[src/rtl/serial_add_pkg.sv]
// Shared definitions for the bit-serial adder: FSM state codes and counter sizing.
package serial_add_pkg;

  localparam logic [1:0] StIdle = 2'd0;
  localparam logic [1:0] StRun  = 2'd1;
  localparam logic [1:0] StDone = 2'd2;

  // Counter must hold 0..WIDTH without wrapping.
  function automatic int unsigned cnt_width(input int unsigned width);
    return $clog2(width + 1);
  endfunction

endpackage

[src/rtl/fa_cell.sv]
// One-bit full adder, the single arithmetic cell time-shared by the serial adder.
module fa_cell (
  input  logic a,
  input  logic b,
  input  logic ci,
  output logic s,
  output logic co
);

  assign s  = a ^ b ^ ci;
  assign co = (a & b) | (a & ci) | (b & ci);

endmodule

[src/rtl/serial_add_ctrl.sv]
// Bit-serial adder controller, LSB first, one bit per clock over valid/ready handshakes.
// Optional subtract mode enabled by defining SERIAL_ADD_SUB_EN (adds the sub port).
module serial_add_ctrl
  import serial_add_pkg::*;
#(
  parameter int unsigned WIDTH = 8
) (
  input  logic             clk,
  input  logic             rst,
  input  logic             in_valid,
  output logic             in_ready,
  input  logic [WIDTH-1:0] a,
  input  logic [WIDTH-1:0] b,
  input  logic             cin,
`ifdef SERIAL_ADD_SUB_EN
  input  logic             sub,
`endif
  output logic             out_valid,
  input  logic             out_ready,
  output logic [WIDTH-1:0] sum,
  output logic             cout,
  output logic             busy
);

  localparam int unsigned       CntW    = cnt_width(WIDTH);
  localparam logic [CntW-1:0]   CntLast = CntW'(WIDTH - 1);

  logic [1:0]       state;
  logic [WIDTH-1:0] a_sh;
  logic [WIDTH-1:0] b_sh;
  logic [WIDTH-1:0] sum_nx;
  logic [WIDTH-1:0] b_ld;
  logic             carry;
  logic             carry_ld;
  logic [CntW-1:0]  cnt;
  logic             s;
  logic             co;

  fa_cell u_fa (
    .a  (a_sh[0]),
    .b  (b_sh[0]),
    .ci (carry),
    .s  (s),
    .co (co)
  );

  // Subtraction is a + ~b + 1; cout then reads as "no borrow".
  always_comb begin
`ifdef SERIAL_ADD_SUB_EN
    b_ld     = sub ? ~b : b;
    carry_ld = sub ? 1'b1 : cin;
`else
    b_ld     = b;
    carry_ld = cin;
`endif
  end

  always_comb begin
    sum_nx            = sum >> 1;
    sum_nx[WIDTH-1]   = s;
  end

  always_ff @(posedge clk) begin
    if (rst) begin
      state <= StIdle;
      a_sh  <= '0;
      b_sh  <= '0;
      sum   <= '0;
      cout  <= 1'b0;
      carry <= 1'b0;
      cnt   <= '0;
    end else begin
      case (state)
        StIdle: begin
          if (in_valid) begin
            a_sh  <= a;
            b_sh  <= b_ld;
            carry <= carry_ld;
            sum   <= '0;
            cnt   <= '0;
            state <= StRun;
          end
        end
        StRun: begin
          a_sh  <= a_sh >> 1;
          b_sh  <= b_sh >> 1;
          sum   <= sum_nx;
          carry <= co;
          cnt   <= cnt + 1'b1;
          if (cnt == CntLast) begin
            cout  <= co;
            state <= StDone;
          end
        end
        StDone: begin
          if (out_ready) state <= StIdle;
        end
        default: state <= StIdle;
      endcase
    end
  end

  assign in_ready  = (state == StIdle) && !rst;
  assign out_valid = (state == StDone);
  assign busy      = (state == StRun) || (state == StDone);

endmodule

[config.mk]
export PLATFORM = sky130hd
export DESIGN_NAME = serial_add_ctrl
export DESIGN_NICKNAME = d
export VERILOG_FILES = /design/src/rtl/serial_add_pkg.sv /design/src/rtl/fa_cell.sv /design/src/rtl/serial_add_ctrl.sv
export SDC_FILE = /design/constraint.sdc
export NUM_CORES = 1
export LEC_CHECK = 0
export BUFFER_PORTS_ARGS = -buffer_cell sky130_fd_sc_hd__buf_2
export CAP_MARGIN = 5
export CORE_MARGIN = 4
export CORE_UTILIZATION = 53
export DETAILED_ROUTE_END_ITERATION = 6
export HOLD_SLACK_MARGIN = 0.1
export MAX_ROUTING_LAYER = met4
export PLACE_DENSITY_LB_ADDON = 0.15
export SYNTH_ARGS = -nofsm -noshare
export SYNTH_HDL_FRONTEND = slang
export SYNTH_SLANG_ARGS = --single-unit
export TNS_END_PERCENT = 30
[constraint.sdc]
create_clock -name clk -period 2.16 [get_ports clk]
set_clock_uncertainty 0.2 [all_clocks]
set_input_delay 0 -clock clk [delete_from_list [all_inputs] [get_ports clk]]
set_output_delay 0 -clock clk [all_outputs]
set_load 0.03 [all_outputs]
==> impl_metrics.py, run 1 <==
metrics = {
    "die": {
        "die_w_um": 62.2,
        "rows": 19,
        "ios": 33,
        "core_um2": 2780,
        "dieArea_um2": 3870,
        "die_y_um": 62.2,
        "initial_core_util_pct": 55.9,
    },
    "finish": {
        "syn2layout_area_growth_pct": 27.3,
        "regArea_um2": 641,
        "diodes": 0,
        "utilization_pct": 71.2,
        "layout.nets": 239,
        "drive_gt1_share_pct": 23.0,
        "multi_input_area_um2": 800,
        "fillCellCount": 219,
    },
    "yosys": {
        "seq_area_frac_synth_pct": 41.2,
        "ys_ff_latch": 32,
        "synth_cells": 162,
        "synth_area_um2": 1560,
        "ys_warn_count": 0,
        "syn_area_per_cell_um2": 9.60,
        "syn-num-nets": 189,
        "yosysUniqueCellTypes": 30,
    },
    "detailed_routing": {
        "wirelength_um": 3260,
        "drtIter0Drc": 44,
        "drt_pass1_iterations": 4,
        "via_per_inst": 5.61,
        "vias": 1369,
        "wl_per_cell_um": 13.4,
        "drc": 0,
        "drtAntennaViolNets": 0,
    },
    "timing": {
        "slew_viol_final": 0,
        "worst_pin_slew_ns": 0.583,
        "fin_tns_setup_ns": 0,
        "period_share_pct": 87.8,
        "fmax_ghz": 0.527,
        "slew_headroom_pct": 61.1,
        "rsz0062_at_grt": "no",
        "hold_violations": 0,
        "setup-violations-final": 0,
        "fin_crit_ns": 1.90,
    },
    "cts": {
        "clkLatencyLatePin_ns": 0.34,
        "cts_buffers": 5,
        "htree_levels": 2,
        "clock_path_buffers": 2,
        "clock-sinks": 32,
        "cts_tree": "yes",
        "cts_root_buf": "clkbuf_4",
        "cts.repair.resized": 0,
        "cts.clk_slew.worst_paths_ns": 0.11,
    },
    "run": {
        "maxCapViolCount": 0,
    },
    "worst_setup_path": {
        "crit_arrival_ns": 1.95,
        "reg2reg_slack_ns": 0.26,
        "worstSetupPathType": "register to register",
        "start_kind": "register",
        "worstPathMaxFanout": 34,
        "endpoint_kind": "register",
        "critPathRequiredTime_ns": 2.21,
    },
    "global_routing": {
        "antenna_found_initial": 0,
        "grt.total_usage_pct": 18.6,
        "grt_pass1_wl_um": 5800,
        "grt_pass1_vias": 1347,
        "grt_max_degree": 35,
        "grt_overflow_total": 0,
    },
    "power": {
        "p_leak_nw": 0.834,
        "ir_drop_mv": 0.826,
        "power.density_nw_per_um2": 1110,
    },
    "placement": {
        "gp_congestion": 0.779,
        "port-buffer-count": 32,
        "hpwl_um": 2130,
    },
    "worst_hold_path": {
        "hp-class": "register to register",
    },
    "status": {
        "status": "completed",
    },
}
metal layers:
| metal | wire length, um | track usage (%) | vias to the layer above | share of wire (%) |
|---|---|---|---|---|
| met2 | 1600 | 30.1 | 30 | 49 |
| met1 | 1470 | 21.3 | 649 | 45 |
| met4 | 53 | 8.13 | 0 | 1.6 |
| met3 | 141 | 5.41 | 8 | 4.3 |
| li1 | - | - | 682 | - |
| met5 | 0 | - | - | 0 |
where the power goes:
group / leakage, nW / internal, mW / total [mW] / switching (mW)
combinational: 0.530 / 0.401 / 0.928 / 0.527
clock: 0.0412 / 0.241 / 0.459 / 0.218
sequential: 0.262 / 0.731 / 0.814 / 0.0828
total: 0.834 / 1.37 / 2.20 / 0.828
Yosys cell counts:
cell type	number	area, um2
buf_4	2	15.0
dfxtp_1	32	641
xnor2_1	1	8.76
mux2_4	2	30.0
nand3_1	2	10.0
inv_1	8	30.0
nor2b_4	1	13.8
nor2b_1	3	18.8
a211oi_1	15	113
and4_1	1	8.76
a2111oi_0	1	8.76
clkbuf_1	2	7.51
nand4b_1	1	8.76
fa_1	1	20.0
nor3_1	1	5.00
nor2_1	25	93.8
buf_2	5	25.0
buf_1	1	3.75
mux2i_1	19	190
ha_1	5	62.6
o21ai_0	1	5.00
nand3b_1	4	30.0
nand2b_1	3	18.8
a32oi_1	9	78.8
or2_2	2	12.5
a31oi_1	2	12.5
a21oi_1	5	25.0
buf_6	3	33.8
a221o_1	1	10.0
nand2_1	4	15.0
logic make-up (layout without fill, tap and decap cells):
| family | Yosys count | count (layout) | synth area share, % |
|---|---|---|---|
| AOI/OAI and AO/OA | 34 | 34 | 16.3 |
| muxes | 21 | 21 | 14.2 |
| and+or+nand+nor | 47 | 47 | 15.1 |
| adders and majority gates | 6 | 6 | 5.31 |
| DFF | 32 | 32 | 41.2 |
| xor gates and xnor gates | 1 | 1 | 0.563 |
| buffers and inverters | 21 | 72 | 7.40 |
through the flow:
step                total power [mW]  hold WS, ns  std cells  setup slack [ns]  cell area [um2]
finish                          2.20        0.261        244             0.264             1980
global route                    2.36        0.281        244            0.0671             1980
CTS                             2.21        0.253        244             0.248             1980
detailed placement              1.72       0.0785        216             0.267             1700
global placement                1.68       0.0716        216             0.348             1700
floorplan                       1.58       -0.110        162             0.399             1560
sequential cells by signal (all words and copies together) (netlist names):
register,cells
a_sh,8
carry,1
cnt,4
cout,1
state,2
b_sh,8
sum,8
what timing repair did:
action,in CTS,in global routing
hold endpoints to repair,32,0
setup buffers,0,0
hold buffers,20,0
cells in the final DEF (no fill, tap or decap):
master / count
xnor2_1: 1
a211oi_1: 15
clkinv_2: 1
nor2_1: 25
a21oi_1: 5
nand2_1: 4
buf_2: 32
buf_4: 4
or2_2: 2
nand2b_1: 3
nand3b_1: 4
dlygate4sd3_1: 20
a2111oi_0: 1
mux2_4: 2
a221o_1: 1
nor2b_4: 1
a31oi_1: 2
clkbuf_4: 5
inv_1: 8
nand4b_1: 1
nor2b_1: 3
clkinvlp_4: 1
bufinv_16: 1
fa_1: 1
and4_1: 1
mux2i_1: 19
nor3_1: 1
nand3_1: 2
ha_1: 5
a32oi_1: 9
o21ai_0: 1
dfxtp_1: 32
final cells by class:
type,instances,share of cell area [%]
Clock buffer,5,1.90
Clock inverter,3,2.15
Inverter,8,1.52
Multi-Input combinational cell,109,40.4
Sequential cell,32,32.4
Tap cell,31,1.96
Timing Repair Buffer,56,19.7
worst paths after layout:
check | startpoint | end | cells past startpoint
hold / removal | b_sh[7]$_SDFFE_PP0P_ | b_sh[7]$_SDFFE_PP0P_ | 2
setup / recovery | state[1]$_SDFFE_PP0P_ | b_sh[1]$_SDFFE_PP0P_ | 5
hold reg to reg | b_sh[7]$_SDFFE_PP0P_ | b_sh[7]$_SDFFE_PP0P_ | 2
setup reg to reg | state[1]$_SDFFE_PP0P_ | b_sh[1]$_SDFFE_PP0P_ | 5
critical path, stage by stage (launching register included):
cell and delay (ns):
dfxtp_1 0.34, inv_1 0.10, ha_1 0.42, mux2_4 0.46, nor2_1 0.07, a211oi_1 0.22
Note: power is estimated with default switching activity, not from simulation.
==> run 2: changes to the inputs <==
Settings changed: CORE_ASPECT_RATIO from default to 0.75, GPL_ROUTABILITY_DRIVEN from default to 0, GPL_TIMING_DRIVEN from default to 0.
==> run 2 against run 1 <==
  * Combinational power is 8% higher
  * Non-clock buffer count rose by 8
  * Critical path depth rose by 1
  * Total power is 7.8% higher
  * Largest cell class unchanged
  * Cell count rose by 5.3%
  * Setup slack better by 0.035 ns
  * Sequential share of layout area decreased by 1.3 points
  * Sequential cell count is the same
  * Via count shrank 0.15%
  * First-iteration DRC count up 75%
==> impl_metrics.py, run 2 (same netlist as run 1, synthesis figures left out) <==
metrics = {
    "timing": {
        "period_share_pct": 86.2,
        "fmax_ghz": 0.537,
        "fin_crit_ns": 1.86,
        "slew_viol_final": 0,
        "rsz0062_at_grt": "no",
        "hold_violations": 0,
        "slew_headroom_pct": 69.9,
        "hold_slack_ns": 0.270,
        "worst_pin_slew_ns": 0.452,
        "fin_tns_setup_ns": 0,
        "setup_slack_ns": 0.298,
        "setup-violations-final": 0,
    },
    "die": {
        "rows": 16,
        "core_um2": 2700,
        "die_y_um": 54.9,
        "initial_core_util_pct": 57.5,
        "die_w_um": 70.6,
        "ios": 33,
        "dieArea_um2": 3870,
    },
    "worst_setup_path": {
        "critPathCapture": "state[0]$_SDFFE_PP0P_",
        "worstPathMaxFanout": 9,
        "crit_arrival_ns": 1.83,
        "rr_worst_depth": 6,
        "start_kind": "register",
        "worstReg2RegEnd": "state[0]$_SDFFE_PP0P_",
        "reg2reg_slack_ns": 0.30,
        "critPathRequiredTime_ns": 2.13,
        "worstSetupPathType": "register to register",
        "rr_startpoint": "state[0]$_SDFFE_PP0P_",
        "startpoint": "state[0]$_SDFFE_PP0P_",
        "endpoint_kind": "register",
    },
    "status": {
        "status": "completed",
    },
    "cts": {
        "htree_levels": 2,
        "cts_buffers": 5,
        "cts.clk_slew.worst_paths_ns": 0.06,
        "cts_setup_buffers": 0,
        "cts.repair.resized": 0,
        "hold_buffers": 20,
        "cts_root_buf": "clkbuf_8",
        "clkLatencyLatePin_ns": 0.28,
        "cts_tree": "yes",
        "clock-sinks": 32,
        "clock_path_buffers": 2,
    },
    "global_routing": {
        "grt.total_usage_pct": 21.2,
        "grt_overflow_total": 0,
        "grt_pass1_wl_um": 6100,
        "grt_max_degree": 11,
        "antenna_found_initial": 0,
        "grt_pass1_vias": 1354,
    },
    "power": {
        "pwr-share-clk_pct": 23.4,
        "pwr-share-seq_pct": 34.4,
        "p_sw_share_pct": 36.0,
        "ir_drop_mv": 0.508,
        "internal_power_mw": 1.52,
        "combPwrFrac_pct": 42.2,
        "power.density_nw_per_um2": 1150,
        "total_power_mw": 2.37,
        "p_leak_nw": 0.876,
        "switchingPower_uw": 855,
    },
    "worst_hold_path": {
        "hp-class": "register to register",
    },
    "detailed_routing": {
        "drtAntennaViolNets": 0,
        "wl_per_cell_um": 14.1,
        "drt_pass1_iterations": 4,
        "drc": 0,
        "vias": 1367,
        "wirelength_um": 3630,
        "drtIter0Drc": 77,
        "via_per_inst": 5.32,
    },
    "finish": {
        "reg.largest.list": "a_sh x8, b_sh x8, sum x8",
        "syn2layout_area_growth_pct": 32.7,
        "diodes": 0,
        "final_cell_mix": "buf_2, dfxtp_1, nor2_1, dlygate4sd3_1, mux2i_1",
        "utilization_pct": 76.3,
        "drive_gt1_share_pct": 24.0,
        "final_common_cell": "buf_2",
        "layout.nets": 247,
    },
    "run": {
        "maxCapViolCount": 0,
    },
    "placement": {
        "hpwl_um": 2440,
        "port-buffer-count": 31,
        "pre_cts_ws_ns": 0.303,
    },
}
## run 2: stage by stage
stage | area [um2] | std cells
3_5_place_dp | 1760 | 229
5_1_grt | 2060 | 257
6_report | 2060 | 257
3_3_place_gp | 1760 | 229
4_1_cts | 2060 | 257
2_1_floorplan | 1560 | 162
## run 2: routing by layer
| metal | global-route usage, % | routed length, um |
|---|---|---|
| met5 | - | 0 |
| met1 | 24.7 | 1690 |
| met2 | 35.1 | 1690 |
| met3 | 6.14 | 191 |
| met4 | 9.38 | 58 |
## run 2: how the worst min path moves through the flow
stage | startpoint | to | slack (ns) | cells past startpoint
floorplan | rst | cnt[0]$_SDFFE_PP0P_ | -0.11 | 1
global placement | a[7] | a_sh[7]$_SDFFE_PP0P_ | 0.07 | 3
detailed placement | a[7] | a_sh[7]$_SDFFE_PP0P_ | 0.09 | 3
CTS | a_sh[7]$_SDFFE_PP0P_ | a_sh[7]$_SDFFE_PP0P_ | 0.27 | 2
global route | a_sh[7]$_SDFFE_PP0P_ | a_sh[7]$_SDFFE_PP0P_ | 0.30 | 2
finish | a_sh[7]$_SDFFE_PP0P_ | a_sh[7]$_SDFFE_PP0P_ | 0.27 | 2
## run 2: area by class of cell
class	instances	area [um2]
multi-input combinational	109	800
buffer	13	85.1
clock buffer	6	72.6
sequential	32	641
inverter	8	30.0
tap	36	45.0
timing repair buffer	51	355
clock inverter	2	35.0
fill	206	639
## run 2: power groups by stage
stage	Sequential [mW]	Combinational, mW	Clock [mW]
2_1_floorplan	0.815	0.767	0
3_3_place_gp	0.817	0.933	0
3_5_place_dp	0.827	0.962	0
4_1_cts	0.814	0.998	0.567
5_1_grt	0.832	1.11	0.594
6_report	0.815	1.00	0.556
## run 2: worst max-delay path, cell delays in order, from the launching register on
cell,delay [ns]
dfxtp_1,0.36
inv_1,0.09
ha_1,0.22
buf_6,0.14
nor2b_4,0.13
a221o_1,0.31
mux2_4,0.30
==> run 3: changes to the inputs <==
Settings changed: CORE_MARGIN 4 to 3, GPL_TIMING_DRIVEN 0 to default.
==> run 3 against run 2 <==
  * Largest power group unchanged
  * Register-to-register slack worse by 0.05 ns
  * Sequential power about the same
  * Cell count down 3.1%
  * Critical path type unchanged
==> impl_metrics.py, run 3 (same netlist as run 1, synthesis figures left out) <==
metrics = {
    "status": {
        "status": "completed",
    },
    "die": {
        "initial_core_util_pct": 57.5,
        "ios": 33,
        "dieArea_um2": 3630,
        "core_um2": 2700,
        "die_y_um": 52.9,
        "rows": 16,
        "die_w_um": 68.6,
    },
    "worst_setup_path": {
        "endpoint_kind": "register",
        "worstReg2RegEnd": "b_sh[1]$_SDFFE_PP0P_",
        "worstSetupPathType": "register to register",
        "rr_worst_depth": 5,
        "critPathCapture": "b_sh[1]$_SDFFE_PP0P_",
        "slowest_delay_ns": 0.46,
        "critPathRequiredTime_ns": 2.14,
        "worst-path-stages": 5,
        "startpoint": "state[1]$_SDFFE_PP0P_",
        "start_kind": "register",
        "critPathBufInv": 1,
        "reg2reg_slack_ns": 0.24,
        "rr_startpoint": "state[1]$_SDFFE_PP0P_",
        "path_delay_family": "multiplexers",
        "worstPathMaxFanout": 34,
        "cpMaxStageDelayCell": "mux2_4",
        "crit_arrival_ns": 1.90,
        "crit_path_cell_trace": "inv_1 > ha_1 > mux2_4 > nor2_1 > a211oi_1",
    },
    "global_routing": {
        "grt_pass1_vias": 1239,
        "grt_max_degree": 35,
        "grt.total_usage_pct": 21.9,
        "antenna_found_initial": 0,
        "grt_overflow_total": 0,
        "grt_pass1_wl_um": 5620,
    },
    "placement": {
        "port-buffer-count": 32,
        "hpwl_um": 2030,
        "dpl.cell_count": 221,
    },
    "finish": {
        "final_cell_mix": "dfxtp_1, buf_2, nor2_1, dlygate4sd3_1, mux2i_1",
        "reg.largest.list": "a_sh x8, b_sh x8, sum x8",
        "diodes": 0,
        "layout.nets": 239,
        "drive_gt1_share_pct": 22.1,
        "fin_cells": 249,
        "utilization_pct": 73.8,
        "syn2layout_area_growth_pct": 28.3,
        "multi_input_area_um2": 800,
        "regArea_um2": 641,
        "fillCellCount": 216,
    },
    "power": {
        "ir_drop_mv": 0.496,
        "p_leak_nw": 0.838,
        "power.density_nw_per_um2": 1110,
        "total_power_mw": 2.21,
    },
    "cts": {
        "hold_buffers": 20,
        "clock-sinks": 32,
        "cts_setup_buffers": 0,
        "htree_levels": 2,
        "clock_path_buffers": 2,
        "cts_root_buf": "clkbuf_8",
        "cts_tree": "yes",
        "clkLatencyLatePin_ns": 0.28,
        "cts.repair.resized": 0,
        "cts_buffers": 5,
        "cts.clk_slew.worst_paths_ns": 0.06,
    },
    "timing": {
        "hold_violations": 0,
        "rsz0062_at_grt": "no",
        "slew_viol_final": 0,
        "worst_pin_slew_ns": 0.614,
        "setup-violations-final": 0,
        "slew_headroom_pct": 59.1,
        "fin_tns_setup_ns": 0,
        "fin_crit_ns": 1.92,
        "period_share_pct": 88.7,
        "fmax_ghz": 0.522,
    },
    "detailed_routing": {
        "wirelength_um": 3380,
        "vias": 1329,
        "drtAntennaViolNets": 0,
        "drt_pass1_iterations": 4,
        "wl_per_cell_um": 13.6,
        "via_per_inst": 5.34,
        "drtIter0Drc": 70,
        "drc": 0,
    },
    "worst_hold_path": {
        "hp-class": "register to register",
    },
    "run": {
        "maxCapViolCount": 0,
    },
}
[run 3: power breakdown]
group / switching, mW / internal [mW] / total [mW]
registers: 0.0830 / 0.732 / 0.816
logic: 0.536 / 0.400 / 0.935
clock network: 0.204 / 0.259 / 0.463
total: 0.822 / 1.39 / 2.21
[run 3: metrics by stage]
step	hold WS [ns]	setup WS, ns	area (um2)
global placement	0.0718	0.356	1710
floorplan	-0.110	0.399	1560
finish	0.261	0.244	2000
detailed placement	0.0798	0.305	1710
global route	0.300	0.0708	2000
CTS	0.260	0.259	2000
[run 3: area by class of cell]
| type | count | area share (%) |
|---|---|---|
| clock buffer | 8 | 4.51 |
| inverter | 8 | 1.50 |
| multi-input combinational | 109 | 40.1 |
| sequential | 32 | 32.1 |
| tap | 36 | 2.26 |
| timing repair buffer | 56 | 19.6 |
[run 3: per-layer routing]
metal	up-vias	wire length [um]	track usage [%]
li1	677	-	-
met1	623	1590	26.7
met2	24	1620	35.0
met3	5	146	7.01
met4	0	25	5.94
met5	-	0	-
[run 3: worst reg2reg max path, stage by stage, from the launching register on]
cell	delay (ns)
dfxtp_1	0.32
inv_1	0.11
ha_1	0.40
mux2_4	0.46
nor2_1	0.08
a211oi_1	0.24
[run 3: how the worst min path moves through the flow]
stage	start	depth (start not counted)	end
floorplan	rst	1	cnt[0]$_SDFFE_PP0P_
finish	a_sh[7]$_SDFFE_PP0P_	2	a_sh[7]$_SDFFE_PP0P_
CTS	b_sh[7]$_SDFFE_PP0P_	2	b_sh[7]$_SDFFE_PP0P_
global placement	a[7]	3	a_sh[7]$_SDFFE_PP0P_
global route	a_sh[7]$_SDFFE_PP0P_	2	a_sh[7]$_SDFFE_PP0P_
detailed placement	b[7]	3	b_sh[7]$_SDFFE_PP0P_
